$ cat src/rtl/game_flow_ctrl.sv
// game_flow_ctrl: top-level game sequencer for the character/bubble datapath.
// Owns the game phase, lives, level number and per-level countdown, issues the
// charStart / levelLoad strobes and the freeze level to the object movers.
// Optional build macro: PAUSE_EN enables the pause key and the PAUSE phase (7).
module game_flow_ctrl #(
    parameter int LIVES_INIT     = 3,
    parameter int NUM_LEVELS     = 4,
    parameter int LEVEL_TIME     = 60,
    parameter int FRAMES_PER_SEC = 30,
    parameter int READY_FRAMES   = 60,
    parameter int HIT_FRAMES     = 45
) (
    input  logic       clk,
    input  logic       resetN,
    input  logic       startOfFrame,
    input  logic       startKey,
    input  logic       pauseKey,
    input  logic       bubbleHit,
    input  logic       levelCleared,
    output logic       charStart,
    output logic       levelLoad,
    output logic       freeze,
    output logic [2:0] phase,
    output logic [1:0] lives,
    output logic [2:0] level,
    output logic [6:0] timeLeft
);

    localparam int CNT_W = 16;

    localparam logic [2:0] ST_IDLE  = 3'd0;
    localparam logic [2:0] ST_READY = 3'd1;
    localparam logic [2:0] ST_PLAY  = 3'd2;
    localparam logic [2:0] ST_HIT   = 3'd3;
    localparam logic [2:0] ST_CLEAR = 3'd4;
    localparam logic [2:0] ST_OVER  = 3'd5;
    localparam logic [2:0] ST_WIN   = 3'd6;
    localparam logic [2:0] ST_PAUSE = 3'd7;

    localparam logic [CNT_W-1:0] READY_LAST = CNT_W'(READY_FRAMES - 1);
    localparam logic [CNT_W-1:0] HIT_LAST   = CNT_W'(HIT_FRAMES - 1);
    localparam logic [CNT_W-1:0] SEC_LAST   = CNT_W'(FRAMES_PER_SEC - 1);
    localparam logic [1:0]       LIVES_RST  = 2'(LIVES_INIT);
    localparam logic [6:0]       TIME_RST   = 7'(LEVEL_TIME);
    localparam logic [2:0]       LEVEL_LAST = 3'(NUM_LEVELS - 1);

    logic [2:0]       phase_q, phase_d;
    logic [1:0]       lives_q, lives_d;
    logic [2:0]       level_q, level_d;
    logic [6:0]       time_q, time_d;
    logic [CNT_W-1:0] frame_q, frame_d;
    logic [CNT_W-1:0] sec_q, sec_d;
    logic             char_q, char_d;
    logic             load_q, load_d;
    logic             freeze_q, freeze_d;
    logic             start_prev_q;
    logic             start_rise;
    logic             pause_rise;

    function automatic logic [1:0] sat_dec_lives(input logic [1:0] v);
        return (v == 2'd0) ? 2'd0 : v - 2'd1;
    endfunction

    function automatic logic [6:0] sat_dec_time(input logic [6:0] v);
        return (v == 7'd0) ? 7'd0 : v - 7'd1;
    endfunction

    assign start_rise = startKey & ~start_prev_q;

`ifdef PAUSE_EN
    logic pause_prev_q;

    // Pause key history for rising-edge detection.
    always_ff @(posedge clk or negedge resetN) begin
        if (!resetN) pause_prev_q <= 1'b0;
        else         pause_prev_q <= pauseKey;
    end

    assign pause_rise = pauseKey & ~pause_prev_q;
`else
    logic unused_pause;
    assign unused_pause = pauseKey;
    assign pause_rise   = 1'b0;
`endif

    // Next-state logic: phase sequencing, lives/level/countdown bookkeeping, strobes.
    always_comb begin
        phase_d = phase_q;
        lives_d = lives_q;
        level_d = level_q;
        time_d  = time_q;
        sec_d   = sec_q;
        char_d  = 1'b0;
        load_d  = 1'b0;

        case (phase_q)
            ST_IDLE: begin
                if (start_rise) begin
                    phase_d = ST_READY;
                    lives_d = LIVES_RST;
                    level_d = 3'd0;
                    time_d  = TIME_RST;
                    load_d  = 1'b1;
                end
            end
            ST_READY: begin
                if (startOfFrame && frame_q == READY_LAST) begin
                    phase_d = ST_PLAY;
                    sec_d   = '0;
                    char_d  = 1'b1;
                end
            end
            ST_PLAY: begin
                if (startOfFrame) begin
                    if (sec_q == SEC_LAST) begin
                        sec_d  = '0;
                        time_d = sat_dec_time(time_q);
                    end else begin
                        sec_d = sec_q + 1'b1;
                    end
                end
                // Exit conditions outrank a pause request made in the same cycle.
                if (bubbleHit || time_q == 7'd0) begin
                    phase_d = ST_HIT;
                    lives_d = sat_dec_lives(lives_q);
                end else if (levelCleared) begin
                    phase_d = ST_CLEAR;
                end else if (pause_rise) begin
                    phase_d = ST_PAUSE;
                end
            end
            ST_HIT: begin
                if (startOfFrame && frame_q == HIT_LAST) begin
                    if (lives_q == 2'd0) begin
                        phase_d = ST_OVER;
                    end else begin
                        phase_d = ST_READY;
                        time_d  = TIME_RST;
                        load_d  = 1'b1;
                    end
                end
            end
            ST_CLEAR: begin
                if (startOfFrame && frame_q == HIT_LAST) begin
                    if (level_q == LEVEL_LAST) begin
                        phase_d = ST_WIN;
                    end else begin
                        phase_d = ST_READY;
                        level_d = level_q + 3'd1;
                        time_d  = TIME_RST;
                        load_d  = 1'b1;
                    end
                end
            end
            ST_OVER, ST_WIN: begin
                if (start_rise) phase_d = ST_IDLE;
            end
            ST_PAUSE: begin
                // Second counter and countdown are untouched here, so PLAY resumes mid-second.
                if (pause_rise) phase_d = ST_PLAY;
            end
            default: phase_d = ST_IDLE;
        endcase

        if (phase_d != phase_q)
            frame_d = '0;
        else if (startOfFrame && phase_q != ST_PAUSE)
            frame_d = frame_q + 1'b1;
        else
            frame_d = frame_q;

        freeze_d = (phase_d != ST_PLAY);
    end

    // State and registered outputs; reset returns the game to IDLE from any point.
    always_ff @(posedge clk or negedge resetN) begin
        if (!resetN) begin
            phase_q      <= ST_IDLE;
            lives_q      <= LIVES_RST;
            level_q      <= 3'd0;
            time_q       <= TIME_RST;
            frame_q      <= '0;
            sec_q        <= '0;
            char_q       <= 1'b0;
            load_q       <= 1'b0;
            freeze_q     <= 1'b1;
            start_prev_q <= 1'b0;
        end else begin
            phase_q      <= phase_d;
            lives_q      <= lives_d;
            level_q      <= level_d;
            time_q       <= time_d;
            frame_q      <= frame_d;
            sec_q        <= sec_d;
            char_q       <= char_d;
            load_q       <= load_d;
            freeze_q     <= freeze_d;
            start_prev_q <= startKey;
        end
    end

    assign phase     = phase_q;
    assign lives     = lives_q;
    assign level     = level_q;
    assign timeLeft  = time_q;
    assign charStart = char_q;
    assign levelLoad = load_q;
    assign freeze    = freeze_q;

endmodule
$ cat config.mk
export PLATFORM = sky130hd
export DESIGN_NAME = game_flow_ctrl
export DESIGN_NICKNAME = d
export VERILOG_FILES = /design/src/rtl/game_flow_ctrl.sv
export SDC_FILE = /design/constraint.sdc
export NUM_CORES = 1
export LEC_CHECK = 0
export BUFFER_PORTS_ARGS = -buffer_cell sky130_fd_sc_hd__buf_2
export CAP_MARGIN = 20
export CORE_MARGIN = 2
export CORE_UTILIZATION = 60
export DETAILED_ROUTE_END_ITERATION = 6
export GPL_ROUTABILITY_DRIVEN = 0
export PLACE_DENSITY_LB_ADDON = 0.05
export SLEW_MARGIN = 25
export SYNTH_ARGS = -nofsm -noshare
export SYNTH_HDL_FRONTEND = slang
export SYNTH_SLANG_ARGS = --single-unit
$ cat constraint.sdc
create_clock -name clk -period 3 [get_ports clk]
set_input_delay 0.6 -clock clk [delete_from_list [all_inputs] [get_ports clk]]
set_output_delay 0.6 -clock clk [all_outputs]
set_load 0.005 [all_outputs]
==> flow_results.xml, run 1 <==
<?xml version="1.0" encoding="UTF-8"?>
<metrics>
  <group name="status">
    <metric name="status" unit="">completed</metric>
  </group>
  <group name="critical_path">
    <metric name="timing.critical_path.cells" unit="">inv_1 -&gt; ha_1 -&gt; or4b_1 -&gt; or3_1 -&gt; a21oi_4 -&gt; nor4b_2 -&gt; buf_4 -&gt; nor4_1</metric>
    <metric name="reg2reg_setup_slack" unit="ns">0.37</metric>
    <metric name="critical-path-slowest-cell" unit="">sky130_fd_sc_hd__or4b_1</metric>
    <metric name="critical_path.endpoint_type" unit="">flip-flop</metric>
    <metric name="critical_path.reg2reg.startpoint" unit="">timeLeft[1]$_DFFE_PN0P_</metric>
    <metric name="end_of_the_critical_path" unit="">frame_q[8]$_DFFE_PN0P_</metric>
    <metric name="crit_start" unit="">timeLeft[1]$_DFFE_PN0P_</metric>
    <metric name="critPathLaunchType" unit="">flip-flop</metric>
    <metric name="criticalPathCategory" unit="">reg2reg</metric>
    <metric name="timing.critical_path.slowest_cell_delay" unit="ns">0.49</metric>
    <metric name="r2r_end" unit="">frame_q[8]$_DFFE_PN0P_</metric>
    <metric name="timing.critical_path.arrival" unit="ns">2.83</metric>
    <metric name="crit_required" unit="ns">3.20</metric>
    <metric name="crit_path_max_fanout" unit="">16</metric>
    <metric name="worst-r2r-cell-count" unit="">8</metric>
  </group>
  <group name="floorplan">
    <metric name="floorplan.rows" unit="">25</metric>
    <metric name="dieArea" unit="mm^2">0.00566</metric>
    <metric name="i_o_pin_cnt" unit="">25</metric>
    <metric name="fp.dieH" unit="um">75.2</metric>
    <metric name="die_width" unit="um">75.2</metric>
    <metric name="core" unit="mm^2">0.00482</metric>
    <metric name="initial_core_util" unit="">0.632</metric>
  </group>
  <group name="clock_network">
    <metric name="clock_latency" unit="ns">0.31</metric>
    <metric name="post-cts-setup-buffers" unit="">0</metric>
    <metric name="num_cts_buffers" unit="">5</metric>
    <metric name="post_cts_resize_count" unit="">0</metric>
    <metric name="clockRootBuffer" unit="">sky130_fd_sc_hd__clkbuf_8</metric>
    <metric name="clkSinkCount" unit="">51</metric>
    <metric name="ctsLongestPathBuffers" unit="">2</metric>
    <metric name="cts_tree" unit="">yes</metric>
    <metric name="cts.reportedPaths.clkPinSlew" unit="ns">0.10</metric>
    <metric name="hold_buffers" unit="">0</metric>
    <metric name="htree_levels" unit="">2</metric>
  </group>
  <group name="timing">
    <metric name="unrepaired_setup_endpoints_after_global_routing" unit="">false</metric>
    <metric name="fin_crit_sh" unit="">0.877</metric>
    <metric name="setup-tns-final" unit="ns">0</metric>
    <metric name="setup_viol_count_final" unit="">0</metric>
    <metric name="final-max-slew-violation-count" unit="">0</metric>
    <metric name="fmax" unit="GHz">0.380</metric>
    <metric name="headroom_to_the_max_slew_limit" unit="">0.621</metric>
    <metric name="finalCriticalPeriod" unit="ns">2.63</metric>
    <metric name="hold_violations" unit="">0</metric>
    <metric name="tightest_slew" unit="ns">0.564</metric>
    <metric name="fin_skew" unit="ns">0.0102</metric>
  </group>
  <group name="synthesis">
    <metric name="synth.most_common_cell" unit="">sky130_fd_sc_hd__dfrtp_1</metric>
    <metric name="synth_register_bits" unit="">51</metric>
    <metric name="synth.area.top_cells" unit="">sky130_fd_sc_hd__dfrtp_1, sky130_fd_sc_hd__dfstp_2, sky130_fd_sc_hd__nor4_1</metric>
    <metric name="top_area_cell_type_share_of_the_netlist_area" unit="">0.362</metric>
    <metric name="post_synth_inst_count" unit="">325</metric>
    <metric name="count_of_distinct_cell_types_in_the_synthesized_netlist" unit="">59</metric>
    <metric name="synth.largest_area_cell" unit="">sky130_fd_sc_hd__dfrtp_1</metric>
    <metric name="syn_area" unit="mm^2">0.00305</metric>
    <metric name="mean_area_per_synthesized_cell" unit="um^2">9.37</metric>
    <metric name="synth.top_cells.by_count" unit="">sky130_fd_sc_hd__dfrtp_1, sky130_fd_sc_hd__nand2_1, sky130_fd_sc_hd__inv_1, sky130_fd_sc_hd__nor4_1, sky130_fd_sc_hd__a21oi_1</metric>
    <metric name="synth-seq-area-share" unit="">0.422</metric>
    <metric name="yosys_most_used_dff" unit="">sky130_fd_sc_hd__dfrtp_1</metric>
    <metric name="post_synth_net_total" unit="">339</metric>
    <metric name="async_reset_ff_frac" unit="">1.00</metric>
    <metric name="synth_enable_flop_cells" unit="">0</metric>
    <metric name="synth_warnings" unit="">0</metric>
  </group>
  <group name="finish">
    <metric name="num_antenna_cells" unit="">0</metric>
    <metric name="final_layout_net_count" unit="">362</metric>
    <metric name="post_route_cells_drive_above_1_share" unit="">0.178</metric>
    <metric name="area_growth_syn_to_fin" unit="%">8.96</metric>
    <metric name="fill_cells" unit="">421</metric>
    <metric name="fin_area" unit="mm^2">0.00332</metric>
    <metric name="finalNonFillerCells" unit="">416</metric>
  </group>
  <group name="power">
    <metric name="cellPowerDensity" unit="mW/mm^2">618</metric>
    <metric name="ir_drop" unit="mV">0.402</metric>
    <metric name="p_leak" unit="nW">1.42</metric>
  </group>
  <group name="place">
    <metric name="detailed_place.area" unit="mm^2">0.00322</metric>
    <metric name="placed_cells_incl_taps" unit="">408</metric>
    <metric name="place.port_buffers" unit="">23</metric>
    <metric name="hpwlAfterDp" unit="mm">4.67</metric>
  </group>
  <group name="worst_hold_path">
    <metric name="worst_hold_path_type" unit="">in2async</metric>
  </group>
  <group name="route">
    <metric name="post-route-drc-count" unit="">0</metric>
    <metric name="drt_iter0_markers" unit="">152</metric>
    <metric name="detail_route.wl_per_cell" unit="um">16.0</metric>
    <metric name="detailedRoute.firstPassIterationCount" unit="">6</metric>
    <metric name="route.vias.total" unit="">2600</metric>
    <metric name="vias_per_cell" unit="">6.25</metric>
    <metric name="route.final.wire_length" unit="mm">6.67</metric>
    <metric name="drtAntennaViolNets" unit="">0</metric>
  </group>
  <group name="global_routing">
    <metric name="initial_antenna_violation_count" unit="">0</metric>
    <metric name="grt_pass1_vias" unit="">2431</metric>
    <metric name="grt_max_degree" unit="">34</metric>
    <metric name="global_route.overflow_total" unit="">0</metric>
    <metric name="global_route_wire_length_before_repair" unit="mm">11.1</metric>
    <metric name="gr-usage-all-layers" unit="">0.255</metric>
  </group>
  <group name="flow_run">
    <metric name="drv.max_cap_violation_count" unit="">0</metric>
  </group>
</metrics>
[flip-flops by register name (all words and copies together) (netlist names)]
register / flops
lives: 2
timeLeft: 7
frame_q: 16
freeze: 1
levelLoad: 1
phase: 3
charStart: 1
start_prev_q: 1
sec_q: 16
level: 3
[layer usage]
metal	vias up	track usage	wire length, um
met1	1254	0.331	3040
met2	63	0.433	3240
li1	1273	-	-
met4	0	0.0858	118
met5	-	0	0
met3	10	0.0469	268
[cell families after synthesis]
group           Yosys count  share of synthesized area
compound gates           72                      0.159
xor+xnor                 15                     0.0431
fa+ha+maj                 8                     0.0320
buf+inv                  35                     0.0530
flops                    51                      0.422
mux                       4                     0.0144
simple gates            140                      0.277
[metrics by stage]
step / utilization / hold WS (ns) / setup WS, ns / total power [W]
global placement: 0.668 / 0.510 / 0.469 / 0.00159
global route: 0.689 / 0.233 / 0.209 / 0.00218
floorplan: - / 0.304 / 0.663 / 0.00142
detailed placement: 0.668 / 0.508 / 0.408 / 0.00161
CTS: 0.689 / 0.223 / 0.383 / 0.00206
finish: 0.689 / 0.215 / 0.370 / 0.00205
[how the worst min path moves through the flow]
stage,endpoint,cells after the start,from
after global placement,timeLeft[3]$_DFFE_PN1P_,2,timeLeft[3]$_DFFE_PN1P_
after global routing,sec_q[12]$_DFFE_PN0P_,1,resetN
after floorplan,charStart$_DFF_PN0_,0,resetN
final,sec_q[12]$_DFFE_PN0P_,1,resetN
after CTS,sec_q[12]$_DFFE_PN0P_,1,resetN
after detailed placement,lives[1]$_DFFE_PN1P_,2,lives[1]$_DFFE_PN1P_
[area by class of cell]
cell class,count,area [um^2],area share
sequential,51,1280,0.387
tap,67,83.8,0.0253
multi-input combinational,239,1600,0.482
inverter,20,75.1,0.0226
clock buffer,8,100,0.0302
timing repair buffer,31,175,0.0528
[worst max-delay path, delay by kind of cell, from the launching register on]
family / cells / cell delay, ns
AO/OA/AOI/OAI: 1 / 0.28
adder cells (fa/ha/maj): 1 / 0.20
buffers and inverters: 2 / 0.28
flip-flops: 1 / 0.41
AND/OR/NAND/NOR: 4 / 1.34
[cell usage in the layout (no fill, tap or decap), types with 4 or more instances in the layout]
master                     synthesis  layout
sky130_fd_sc_hd__xor2_1            9       9
sky130_fd_sc_hd__nand3_1           9       9
sky130_fd_sc_hd__a21o_1            4       4
sky130_fd_sc_hd__or4_1            10      10
sky130_fd_sc_hd__inv_1            19      19
sky130_fd_sc_hd__a21oi_1          18      18
sky130_fd_sc_hd__or3_1             4       4
sky130_fd_sc_hd__o21ai_0          13      13
sky130_fd_sc_hd__dfrtp_1          44      44
sky130_fd_sc_hd__nor2_1           17      17
sky130_fd_sc_hd__ha_1              7       7
sky130_fd_sc_hd__nand4_1          13      13
sky130_fd_sc_hd__nand2_1          23      23
sky130_fd_sc_hd__nand2b_1          5       5
sky130_fd_sc_hd__xnor2_1           6       6
sky130_fd_sc_hd__nor3_1           10      10
sky130_fd_sc_hd__buf_2             3      23
sky130_fd_sc_hd__buf_4             1       8
sky130_fd_sc_hd__and3_1            5       5
sky130_fd_sc_hd__nor4_1           19      19
sky130_fd_sc_hd__o31ai_1           9       9
sky130_fd_sc_hd__dfstp_2           7       7
sky130_fd_sc_hd__clkbuf_8          0       7
sky130_fd_sc_hd__o22ai_1           6       6
[where the power goes]
group / leakage (nW) / internal [W] / total, W / switching [W]
sequential: 0.669 / 0.000819 / 0.000974 / 0.000155
clock: 0.0515 / 0.000211 / 0.000438 / 0.000227
combinational: 0.700 / 0.000264 / 0.000638 / 0.000373
total: 1.42 / 0.00129 / 0.00205 / 0.000755
No activity file was read; power rests on OpenSTA's default activity.
==> run 2, diff against run 1 <==
--- a/config.mk
+++ b/config.mk
@@ -9,6 +9,7 @@
 export CAP_MARGIN = 20
 export CORE_MARGIN = 2
 export CORE_UTILIZATION = 60
+export CTS_BUF_LIST = sky130_fd_sc_hd__clkbuf_16
 export DETAILED_ROUTE_END_ITERATION = 6
 export GPL_ROUTABILITY_DRIVEN = 0
 export PLACE_DENSITY_LB_ADDON = 0.05
==> run 2 against run 1 <==
  * Non-clock buffer count did not move
  * Global-route usage fell by 0.23 points
  * Design area is 1.1% higher
  * Die area did not move
  * First-iteration DRC count shrank 18%
  * Power rose by 5.0%
  * Cell count unchanged
  * Largest cell class unchanged
  * Largest power group unchanged
==> flow_results.xml, run 2 (same netlist as run 1, synthesis figures left out) <==
<?xml version="1.0" encoding="UTF-8"?>
<metrics>
  <group name="status">
    <metric name="status" unit="">completed</metric>
  </group>
  <group name="floorplan">
    <metric name="floorplan.rows" unit="">25</metric>
    <metric name="core" unit="mm^2">0.00482</metric>
    <metric name="die_width" unit="um">75.2</metric>
    <metric name="i_o_pin_cnt" unit="">25</metric>
    <metric name="dieArea" unit="mm^2">0.00566</metric>
    <metric name="initial_core_util" unit="">0.632</metric>
    <metric name="fp.dieH" unit="um">75.2</metric>
  </group>
  <group name="clock_network">
    <metric name="clkSinkCount" unit="">51</metric>
    <metric name="clock_latency" unit="ns">0.29</metric>
    <metric name="ctsLongestPathBuffers" unit="">2</metric>
    <metric name="hold_buffers" unit="">0</metric>
    <metric name="cts_tree" unit="">yes</metric>
    <metric name="post-cts-setup-buffers" unit="">0</metric>
    <metric name="htree_levels" unit="">2</metric>
    <metric name="clockRootBuffer" unit="">sky130_fd_sc_hd__clkbuf_16</metric>
    <metric name="num_cts_buffers" unit="">5</metric>
    <metric name="cts.reportedPaths.clkPinSlew" unit="ns">0.07</metric>
    <metric name="post_cts_resize_count" unit="">0</metric>
  </group>
  <group name="power">
    <metric name="ir_drop" unit="mV">0.414</metric>
    <metric name="cellPowerDensity" unit="mW/mm^2">642</metric>
    <metric name="p_leak" unit="nW">1.44</metric>
  </group>
  <group name="finish">
    <metric name="fin_area" unit="mm^2">0.00335</metric>
    <metric name="post_route_cells_drive_above_1_share" unit="">0.172</metric>
    <metric name="multi_input_gate_area" unit="mm^2">0.00160</metric>
    <metric name="seq_area" unit="mm^2">0.00128</metric>
    <metric name="leading_cell_type_in_the_layout_fill_and_taps_excluded" unit="">sky130_fd_sc_hd__dfrtp_1</metric>
    <metric name="utilization" unit="">0.696</metric>
    <metric name="num_antenna_cells" unit="">0</metric>
    <metric name="final_layout_net_count" unit="">362</metric>
    <metric name="area_growth_syn_to_fin" unit="%">10.1</metric>
    <metric name="layout_common_cells" unit="">sky130_fd_sc_hd__dfrtp_1, sky130_fd_sc_hd__nand2_1, sky130_fd_sc_hd__buf_2, sky130_fd_sc_hd__inv_1, sky130_fd_sc_hd__nor4_1</metric>
    <metric name="fill_cells" unit="">413</metric>
  </group>
  <group name="route">
    <metric name="drtAntennaViolNets" unit="">0</metric>
    <metric name="detail_route.wl_per_cell" unit="um">16.0</metric>
    <metric name="route.final.wire_length" unit="mm">6.66</metric>
    <metric name="drt_iter0_markers" unit="">125</metric>
    <metric name="post-route-drc-count" unit="">0</metric>
    <metric name="vias_per_cell" unit="">6.31</metric>
    <metric name="detailedRoute.firstPassIterationCount" unit="">5</metric>
    <metric name="route.vias.total" unit="">2625</metric>
  </group>
  <group name="timing">
    <metric name="fin_skew" unit="ns">0.00979</metric>
    <metric name="setup_viol_count_final" unit="">0</metric>
    <metric name="finalCriticalPeriod" unit="ns">2.64</metric>
    <metric name="worst_slack" unit="ns">0.363</metric>
    <metric name="hold_violations" unit="">0</metric>
    <metric name="unrepaired_setup_endpoints_after_global_routing" unit="">false</metric>
    <metric name="final-max-slew-violation-count" unit="">0</metric>
    <metric name="fmax" unit="GHz">0.379</metric>
    <metric name="headroom_to_the_max_slew_limit" unit="">0.620</metric>
    <metric name="setup-tns-final" unit="ns">0</metric>
    <metric name="fin_crit_sh" unit="">0.879</metric>
    <metric name="tightest_slew" unit="ns">0.565</metric>
    <metric name="finalHoldWorstSlack" unit="ns">0.239</metric>
  </group>
  <group name="critical_path">
    <metric name="timing.critical_path.slowest_cell_delay" unit="ns">0.49</metric>
    <metric name="critical-path-slowest-cell" unit="">sky130_fd_sc_hd__or4b_1</metric>
    <metric name="crit_required" unit="ns">3.17</metric>
    <metric name="criticalPathCategory" unit="">reg2reg</metric>
    <metric name="crit_path_max_fanout" unit="">16</metric>
    <metric name="worst-r2r-cell-count" unit="">8</metric>
    <metric name="timing.critical_path.cells" unit="">inv_1 -&gt; ha_1 -&gt; or4b_1 -&gt; or3_1 -&gt; a21oi_4 -&gt; nor4b_2 -&gt; buf_4 -&gt; nor4_1</metric>
    <metric name="critPathLaunchType" unit="">flip-flop</metric>
    <metric name="timing.critical_path.arrival" unit="ns">2.81</metric>
    <metric name="critical_path.endpoint_type" unit="">flip-flop</metric>
    <metric name="reg2reg_setup_slack" unit="ns">0.36</metric>
  </group>
  <group name="global_routing">
    <metric name="initial_antenna_violation_count" unit="">0</metric>
    <metric name="global_route.overflow_total" unit="">0</metric>
    <metric name="grt_max_degree" unit="">34</metric>
    <metric name="global_route_wire_length_before_repair" unit="mm">11.1</metric>
    <metric name="grt_pass1_vias" unit="">2444</metric>
    <metric name="gr-usage-all-layers" unit="">0.253</metric>
  </group>
  <group name="place">
    <metric name="place.port_buffers" unit="">23</metric>
    <metric name="hpwlAfterDp" unit="mm">4.67</metric>
    <metric name="place_ws" unit="ns">0.408</metric>
    <metric name="detailed_place.area" unit="mm^2">0.00322</metric>
  </group>
  <group name="flow_run">
    <metric name="drv.max_cap_violation_count" unit="">0</metric>
  </group>
  <group name="worst_hold_path">
    <metric name="worst_hold_path_type" unit="">in2async</metric>
  </group>
</metrics>
## run 2: power breakdown
| part | switching [W] | internal, W | leakage (nW) |
|---|---|---|---|
| clock | 0.000237 | 0.000301 | 0.0701 |
| combinational | 0.000373 | 0.000264 | 0.700 |
| sequential | 0.000156 | 0.000820 | 0.669 |
| total | 0.000767 | 0.00139 | 1.44 |
## run 2: worst max-delay path: cells and delay by family (launching register included)
kind            cells  cell delay [ns]
fa+ha+maj           1             0.20
flops               1             0.41
simple gates        4             1.35
buf+inv             2             0.28
compound gates      1             0.28
## run 2: path summary, 6_finish.rpt
kind / startpoint / end
min: resetN / sec_q[12]$_DFFE_PN0P_
max: timeLeft[1]$_DFFE_PN0P_ / frame_q[8]$_DFFE_PN0P_
min reg2reg: level[2]$_DFFE_PN0P_ / level[2]$_DFFE_PN0P_
max reg2reg: timeLeft[1]$_DFFE_PN0P_ / frame_q[8]$_DFFE_PN0P_
max in group asynchronous: resetN / timeLeft[5]$_DFFE_PN1P_
min in group clk: startKey / start_prev_q$_DFF_PN0_
## run 2: through the flow
stage	std cells	total power, W
after detailed placement	408	0.00161
after global placement	408	0.00159
final	416	0.00215
after floorplan	325	0.00142
after global routing	416	0.00228
after CTS	416	0.00216
## run 2: cell type report
class	count	area share
timing repair buffer	31	0.0522
tap	67	0.0250
sequential	51	0.383
inverter	20	0.0224
multi-input combinational	239	0.477
clock buffer	5	0.0373
clock inverter	3	0.00336
## run 2: routing by layer
metal	vias up	wire length, um	GRT usage
met5	-	0	0
met1	1276	3020	0.324
li1	1278	-	-
met4	0	93	0.0780
met3	8	292	0.0469
met2	63	3260	0.437
